**src/rtl/fifo_tx_pkg.sv**
```systemverilog
// Shared types and frame constants for the FIFO-draining UART transmitter.
package fifo_tx_pkg;

  typedef enum logic [2:0] {
    IDLE,
    POP,
    LOAD,
    START,
    DATA,
    STOP
  } tx_state_e;

  localparam int FRAME_BITS = 10;
  localparam int DATA_BITS  = 8;

  localparam logic START_LEVEL = 1'b0;
  localparam logic STOP_LEVEL  = 1'b1;
  localparam logic IDLE_LEVEL  = 1'b1;

endpackage

```
**src/rtl/bit_timer.sv**
```systemverilog
// Free-running bit-period counter: counts 0..CLKS_PER_BIT-1 and pulses tick on the last count.
module bit_timer #(
  parameter int CLKS_PER_BIT = 16
) (
  input  logic clk,
  input  logic rst,
  input  logic clr,
  output logic tick
);

  localparam int CNT_W = (CLKS_PER_BIT > 1) ? $clog2(CLKS_PER_BIT) : 1;
  localparam logic [CNT_W-1:0] LAST = CNT_W'(CLKS_PER_BIT - 1);

  logic [CNT_W-1:0] cnt_q;
  logic [CNT_W-1:0] cnt_d;

  assign tick = (cnt_q == LAST);

  // Wrapping on tick lets consecutive bit periods run without a clear cycle.
  always_comb begin
    if (clr || tick) cnt_d = '0;
    else             cnt_d = cnt_q + 1'b1;
  end

  // NOTE: sequential state uses non-blocking (<=) so every flop samples pre-edge values.
  always_ff @(posedge clk) begin
    if (rst) cnt_q <= '0;
    else     cnt_q <= cnt_d;
  end

endmodule

```
**src/rtl/fifo_uart_tx.sv**
```systemverilog
// Pops bytes from the FIFO read port and sends each as an 8N1 frame on tx.
module fifo_uart_tx
  import fifo_tx_pkg::*;
#(
  parameter int CLKS_PER_BIT = 16,
  parameter int DATA_W       = 8
) (
  input  logic              clk,
  input  logic              rst,
  input  logic              enable,
  input  logic              fifo_empty,
  input  logic [DATA_W-1:0] fifo_data,
  output logic              fifo_rd_en,
  output logic              tx,
  output logic              busy,
  output logic [15:0]       frames_sent
);

  tx_state_e         state_q, state_d;
  logic [DATA_W-1:0] shift_q, shift_d;
  logic [2:0]        bit_q, bit_d;
  logic [15:0]       frames_q, frames_d;
  logic              tx_q, tx_d;
  logic              rd_en_q, rd_en_d;
  logic              busy_q, busy_d;
  logic              tick;
  logic              timer_clr;
  logic              frame_done;

  assign timer_clr = !(state_q inside {START, DATA, STOP});

  bit_timer #(
    .CLKS_PER_BIT(CLKS_PER_BIT)
  ) u_bit_timer (
    .clk (clk),
    .rst (rst),
    .clr (timer_clr),
    .tick(tick)
  );

  // NOTE: every always_comb output gets a default first, so no path can infer a latch.
  always_comb begin
    state_d    = state_q;
    shift_d    = shift_q;
    bit_d      = bit_q;
    frame_done = 1'b0;
    frames_d   = frames_q + 16'd1;
    case (state_q)
      IDLE: if (enable && !fifo_empty) state_d = POP;
      POP:  state_d = LOAD;
      LOAD: begin
        shift_d = fifo_data;
        bit_d   = '0;
        state_d = START;
      end
      START: if (tick) state_d = DATA;
      DATA: begin
        if (tick) begin
          shift_d = shift_q >> 1;
          bit_d   = bit_q + 3'd1;
          if (bit_q == 3'(DATA_BITS - 1)) state_d = STOP;
        end
      end
      STOP: begin
        if (tick) begin
          frame_done = 1'b1;
          state_d    = (enable && !fifo_empty) ? POP : IDLE;
        end
      end
      default: state_d = IDLE;
    endcase
  end

  // Outputs are decoded from the next state so the registered pins align with state_q.
  always_comb begin
    rd_en_d = (state_d == POP);
    busy_d  = (state_d != IDLE);
    case (state_d)
      START:   tx_d = START_LEVEL;
      DATA:    tx_d = shift_d[0];
      STOP:    tx_d = STOP_LEVEL;
      default: tx_d = IDLE_LEVEL;
    endcase
  end

  always_ff @(posedge clk) begin
    if (rst) begin
      state_q <= IDLE;
      shift_q <= '0;
      bit_q   <= '0;
      tx_q    <= IDLE_LEVEL;
      rd_en_q <= 1'b0;
      busy_q  <= 1'b0;
    end else begin
      state_q <= state_d;
      shift_q <= shift_d;
      bit_q   <= bit_d;
      tx_q    <= tx_d;
      rd_en_q <= rd_en_d;
      busy_q  <= busy_d;
    end
  end

  always_ff @(posedge clk) begin
    if (rst)             frames_q <= '0;
    else if (frame_done) frames_q <= frames_d;
  end

  assign fifo_rd_en  = rd_en_q;
  assign tx          = tx_q;
  assign busy        = busy_q;
  assign frames_sent = frames_q;

endmodule

```
**config.mk**
```make
export PLATFORM = sky130hd
export DESIGN_NAME = fifo_uart_tx
export DESIGN_NICKNAME = d
export VERILOG_FILES = /design/src/rtl/fifo_tx_pkg.sv /design/src/rtl/bit_timer.sv /design/src/rtl/fifo_uart_tx.sv
export SDC_FILE = /design/constraint.sdc
export NUM_CORES = 1
export LEC_CHECK = 0
export ABC_CLOCK_PERIOD_IN_PS = 2700
export BUFFER_PORTS_ARGS = -buffer_cell sky130_fd_sc_hd__buf_2
export CELL_PAD_IN_SITES_DETAIL_PLACEMENT = 1
export CELL_PAD_IN_SITES_GLOBAL_PLACEMENT = 1
export CORE_UTILIZATION = 41
export DETAILED_ROUTE_END_ITERATION = 8
export GPL_TIMING_DRIVEN = 0
export PLACE_DENSITY = 0.78
export SKIP_LAST_GASP = 1
export SYNTH_ARGS = -nofsm -noshare
export SYNTH_HDL_FRONTEND = slang
export SYNTH_SLANG_ARGS = --single-unit
```
**constraint.sdc**
```tcl
create_clock -name clk -period 2.7 [get_ports clk]
set_clock_uncertainty 0.15 [all_clocks]
set_input_delay 0.27 -clock clk [delete_from_list [all_inputs] [get_ports clk]]
set_output_delay 0.27 -clock clk [all_outputs]
set_load 0.05 [all_outputs]
```
== After elaboration in Yosys (flattened, before gate mapping) ==
Index checks and enable logic that the tools add are counted.

* Add/sub/neg operators: 3
* Reduce and logical (&&, ||, !) cells: 10
* Equality and inequality tests: 11
* Mux-type cells: 14

{| class="wikitable"
|+ Operator list
! cell !! number
|-
| $mux W3 || 6
|-
| $pmux W3 S6 || 1
|-
| $add A16 B1 Y16 const B || 1
|-
| $pmux W8 S2 || 1
|-
| $eq A3 B3 Y1 const B || 4
|-
| $eq A3 B2 Y1 const B || 3
|-
| $mux W8 || 1
|-
| $eq A3 B1 Y1 const B || 2
|-
| $pmux W3 S2 || 1
|-
| $reduce_bool A3 Y1 || 2
|-
| $add A4 B1 Y4 const B || 1
|-
| $eq A4 B4 Y1 const B || 1
|-
| $add A3 B1 Y3 const B || 1
|-
| $logic_not A3 Y1 || 1
|-
| $mux W1 || 3
|-
| $logic_not A1 Y1 || 2
|-
| $ne A2 B1 Y1 const B || 1
|-
| $pmux W1 S2 || 1
|-
| $reduce_and A2 Y1 || 1
|-
| $reduce_bool A2 Y1 || 1
|-
| $reduce_or A2 Y1 || 1
|-
| $logic_and A1 B1 Y1 || 1
|-
| $logic_or A1 B1 Y1 || 1
|}

* Bits of input ports: 12
* Logic and storage cells: 47
* Output and inout bits: 19
* Bits in registers: 37

== Depth between registers and ports, before layout ==
* Word-level depth: 7
* Gate-level depth with buffers: 6

== Modules after synthesis ==
From an unflattened synthesis, not the netlist that was laid out.

* Cell total of the unflattened synthesis: 184
* Area total of the unflattened synthesis: 1695.4 um^2

{| class="wikitable"
|+ Modules (own cells, without submodules)
! module !! area an instance (um^2) !! cells each !! seq. area each (um^2) !! times used
|-
| fifo_uart_tx || 1537.7 || 168 || 660.6 || 1
|-
| bit_timer || 157.7 || 16 || 80.1 || 1
|}

== Least setup slack after synthesis ==
No wires, ideal clock.

* Kind: register to register
* From: register frames_q[4] (netlist: frames_sent[4])
* To: register frames_q[15] (netlist: frames_sent[15])
* Arrival: 1925 ps
* Buffers on the path: 1
* Path slack: 555 ps
* Required time: 2480 ps
* Stages on the path, launching flop included: 6
* Library setup time: 70 ps
* Cell sequence: dfxtp_1 and4_2 nand3_1 buf_2 or4_1 a21oi_1

* Cells in the longest elaborated chain, start to end: 1

{| class="wikitable"
|+ Ends and longest elaborated chain
! item !! RTL line !! RTL
|-
| from (decl) || fifo_uart_tx.sv:22 || <nowiki>logic [15:0] frames_q, frames_d;</nowiki>
|-
| from (signal assigned) || fifo_uart_tx.sv:106 || <nowiki>else if (frame_done) frames_q <= frames_d;</nowiki>
|-
| $add A16 B1 Y16 || fifo_uart_tx.sv:47 || <nowiki>frames_d = frames_q + 16'd1;</nowiki>
|}

No other way between the ends.
A chain may end at the register's enable or synchronous reset.

== Worst setup path in the final report ==
* From: register u_bit_timer.cnt_q[0]
* To: register shift_q[3]

* Cells in the longest elaborated chain, start to end: 3

{| class="wikitable"
|+ Ends and longest elaborated chain
! item !! RTL line !! RTL
|-
| from (decl) || bit_timer.sv:14 || <nowiki>logic [CNT_W-1:0] cnt_q;</nowiki>
|-
| from (signal assigned) || bit_timer.sv:28 || <nowiki>else cnt_q <= cnt_d;</nowiki>
|-
| $eq A4 B4 Y1 || bit_timer.sv:17 || <nowiki>assign tick = (cnt_q == LAST);</nowiki>
|-
| $ne A2 B1 Y1 (no line) || n/a ||
|-
| $reduce_and A2 Y1 (no line) || n/a ||
|-
| to (signal assigned) || fifo_uart_tx.sv:96 || <nowiki>shift_q <= shift_d;</nowiki>
|-
| to (decl) || fifo_uart_tx.sv:20 || <nowiki>logic [DATA_W-1:0] shift_q, shift_d;</nowiki>
|}

No other way between the ends.

==> summary.txt <==
Global routing
  • First-pass GRT wire length: 7130 µm
  • Largest net degree at the start of global routing: 12
  • Antenna violations before repair: 0
  • Vias in the first global route: 1,573
  • Global Route Usage Sum: 21.2%
  • Gr ovfl total: 0

Yosys
  • Mux contribution to synthesized area: 1.14%
  • Synth Area in Adders: 2.85%
  • Synth unique cells: 42
  • Seq/Total Area, Yosys: 42.2%
  • Post-Synth XOR/XNOR Area: 4.49%
  • Largest family of logic cells by synthesized area: simple AND/OR/NAND/NOR gates
  • Post-Syn Nets: 215
  • FF+latch count, synth: 37
  • Compound-gate portion of the synthesized area: 18.2%
  • Avg Inst Size Synth: 8.83 µm²
  • Yosys warnings: 0
  • Post-synthesis cell area: 1760 µm²
  • Cells after Synth: about 200
  • Simple-gate share of the synthesized area: 26.1%

Finish
  • Layout cells sized above 1: about a fifth
  • Area growth, synth to finish: 18.4%
  • Final Util: approximately 51%
  • Nets: about 250
  • Commonest non-fill, non-tap cell in the layout: dfxtp_1
  • Commonest cells after routing, fill and taps aside: 37 x dfxtp_1, 31 x buf_2, 20 x a21oi_1, 17 x nor2_1, 15 x nand2_1
  • # diodes: 0
  • Final std cells w/o fill: 286
  • Fill cell count: 509

Setup path
  • Max incr delay on CP: 720 ps
  • CP Buf/Inv Count: 0
  • Setup crit end kind: flip-flop
  • Kind of critical path: flip-flop to flip-flop
  • Worst R2R Setup Slack: 520 ps
  • CP Max Fanout: 10
  • Crit-path cells: ha_1, nand4_4, nor3_1, a22oi_1, a21oi_1
  • CP top delay family: simple AND/OR/NAND/NOR gates
  • Crit start category: flip-flop
  • CP max-delay cell: nor3_1
  • WP data required: ~2800 ps
  • Arr. time, crit path: 2250 ps

Placed design
  • Pre-CTS WS: 485 ps
  • Placed cells: 278
  • Routability Congestion: 0.756
  • Hpwl dp: approximately 3000 µm
  • Count of buffers from port buffering: 29

Floorplanning
  • Row cnt: 23
  • Die Height: 67.5 µm
  • Core area: 4060 µm²
  • Initial Utilization: 43.3%
  • DIE WIDTH: about 67 µm
  • Ports: 31
  • Die area: 4550 µm²

Clocking
  • Clock transition at path regs: 70 ps
  • H-tree Lvls: 2
  • Clock latency at the later pin of the worst-skew pair: 290 ps
  • CTS Buffer Depth: 2
  • CTS tree: built
  • Num CTS Buffers: 5
  • Post-CTS Resized: 0
  • Clk sinks: 37
  • Post-CTS setup buffer count: 0
  • Post-CTS Hold Buffers: 0
  • Root buffer cell: clkbuf_8

Timing
  • Period Utilization, post-route: 80.7%
  • Post-route setup slack: 521 ps
  • Slew of the pin with the lowest slew margin: 871 ps
  • Fin. Hold Viols: 0
  • Max frequency: 459 MHz
  • Unrepaired setup endpoints after global routing: false
  • Final Setup Violations: 0
  • Setup TNS: 0 ps
  • Fin. max-slew vios: 0
  • Fin crit period: about 2200 ps
  • Relative slew slack: 41.5%

Drt
  • DRC Markers: 0
  • Via density: 5.76
  • Routed len/inst: 15.3 µm
  • DRT Pass-1 Iters: 4
  • DR iter-0 viols: 100
  • WL final: between 4000 and 5000 µm
  • Routed via count: 1,647
  • Routed Antenna Nets: 0

Run status
  • Status: finished, final reports clean

Power and ir drop
  • Lkg Pwr: ~0.79 nW
  • Peak VDD IR: between 0.0002 and 0.00025 V
  • Power Density: 553 nW/µm²

Worst hold path
  • Tightest Hold Check Type: input pin to flip-flop

Flow run
  • Max cap viols: 0
## synthesized netlist by cell type (all sizes together)
master    n  share of area, %
nor3      1              0.28
o221a     1              0.64
nand3     9               2.6
o21ai     7               2.0
and4      2               1.1
nor4      5               1.8
a21oi    21               6.2
or3       7               2.8
and3      2              0.71
or4       5               2.1
a2bb2oi   1              0.50
nor3b     1              0.43
nor2b     4               1.4
ha        4               2.8
nand2    15               3.2
buf       4               1.6
nand3b    1              0.43
xnor2     6               3.0
inv       4              0.85
or2       1              0.36
a211oi    2              0.85
mux2i     2               1.1
nor2     17               3.6
nand4     7               3.3
xor2      3               1.5
nand2b    3               1.1
clkbuf    7               2.6
and2      2              0.71
a2111oi   2               1.0
o21bai    1              0.43
o31ai     5               2.1
o211ai    1              0.43
a32o      1              0.57
dfxtp    37                42
a22oi     8               3.4
## area by class of cell
| class | instances | area, µm² | area share [%] |
|---|---|---|---|
| buffer | 11 | 75.1 | 3.61 |
| multi-input combinational | 147 | 926 | 44.5 |
| sequential | 37 | 741 | 35.6 |
| inverter | 4 | 15.0 | 0.722 |
| tap | 50 | 62.6 | 3.01 |
| clock inverter | 1 | 30.0 | 1.44 |
| clock buffer | 7 | 86.3 | 4.15 |
| timing repair buffer | 29 | 145 | 6.98 |
## layer usage
layer  share of wire (%)  track usage (%)  vias up
li1                    -                -      804
met1                  46             25.7      806
met2                  49             35.1       26
met3                 2.8             5.07       11
met4                 2.3             10.1        0
met5                   0                0        -
## report_power, final
| part | internal [W] | leakage, nW | switching (W) |
|---|---|---|---|
| clock network | 0.000301 | 0.0585 | 0.000195 |
| logic | 0.0000336 | 0.437 | 0.0000567 |
| registers | 0.000557 | 0.299 | 0.00000685 |
| total | 0.000892 | 0.794 | 0.000259 |
## sequential cells by signal (all words and copies together), names as in the netlist
register,cells
bit_q,3
busy,1
fifo_rd_en,1
frames_sent,16
shift_q,8
state_q,3
tx,1
u_bit_timer.cnt_q,4
## stage by stage
| step | hold slack, ps | total power, W | cell area (µm²) |
|---|---|---|---|
| CTS | 55.6 | 0.00116 | 2080 |
| detailed placement | 290 | 0.000668 | 1960 |
| finish | 60.8 | 0.00115 | 2080 |
| global route | 58.7 | 0.00120 | 2080 |
| floorplan | 263 | 0.000640 | 1760 |
| global placement | 286 | 0.000666 | 1960 |
## logic make-up after synthesis
logic type	count (synthesis)
buffers and inverters	15
adder cells (fa/ha/maj)	4
multiplexers	2
flip-flops	37
AND/OR/NAND/NOR	82
AO/OA/AOI/OAI	50
XOR/XNOR	9
## path summary, 6_finish.rpt
path,startpoint,to,depth (start not counted)
min reg2reg,u_bit_timer.cnt_q[0],u_bit_timer.cnt_q[0],1
max,u_bit_timer.cnt_q[0],shift_q[3],5
max reg2reg,u_bit_timer.cnt_q[0],shift_q[3],5
min,rst,fifo_rd_en,2
Note: power is estimated with default switching activity, not from simulation.
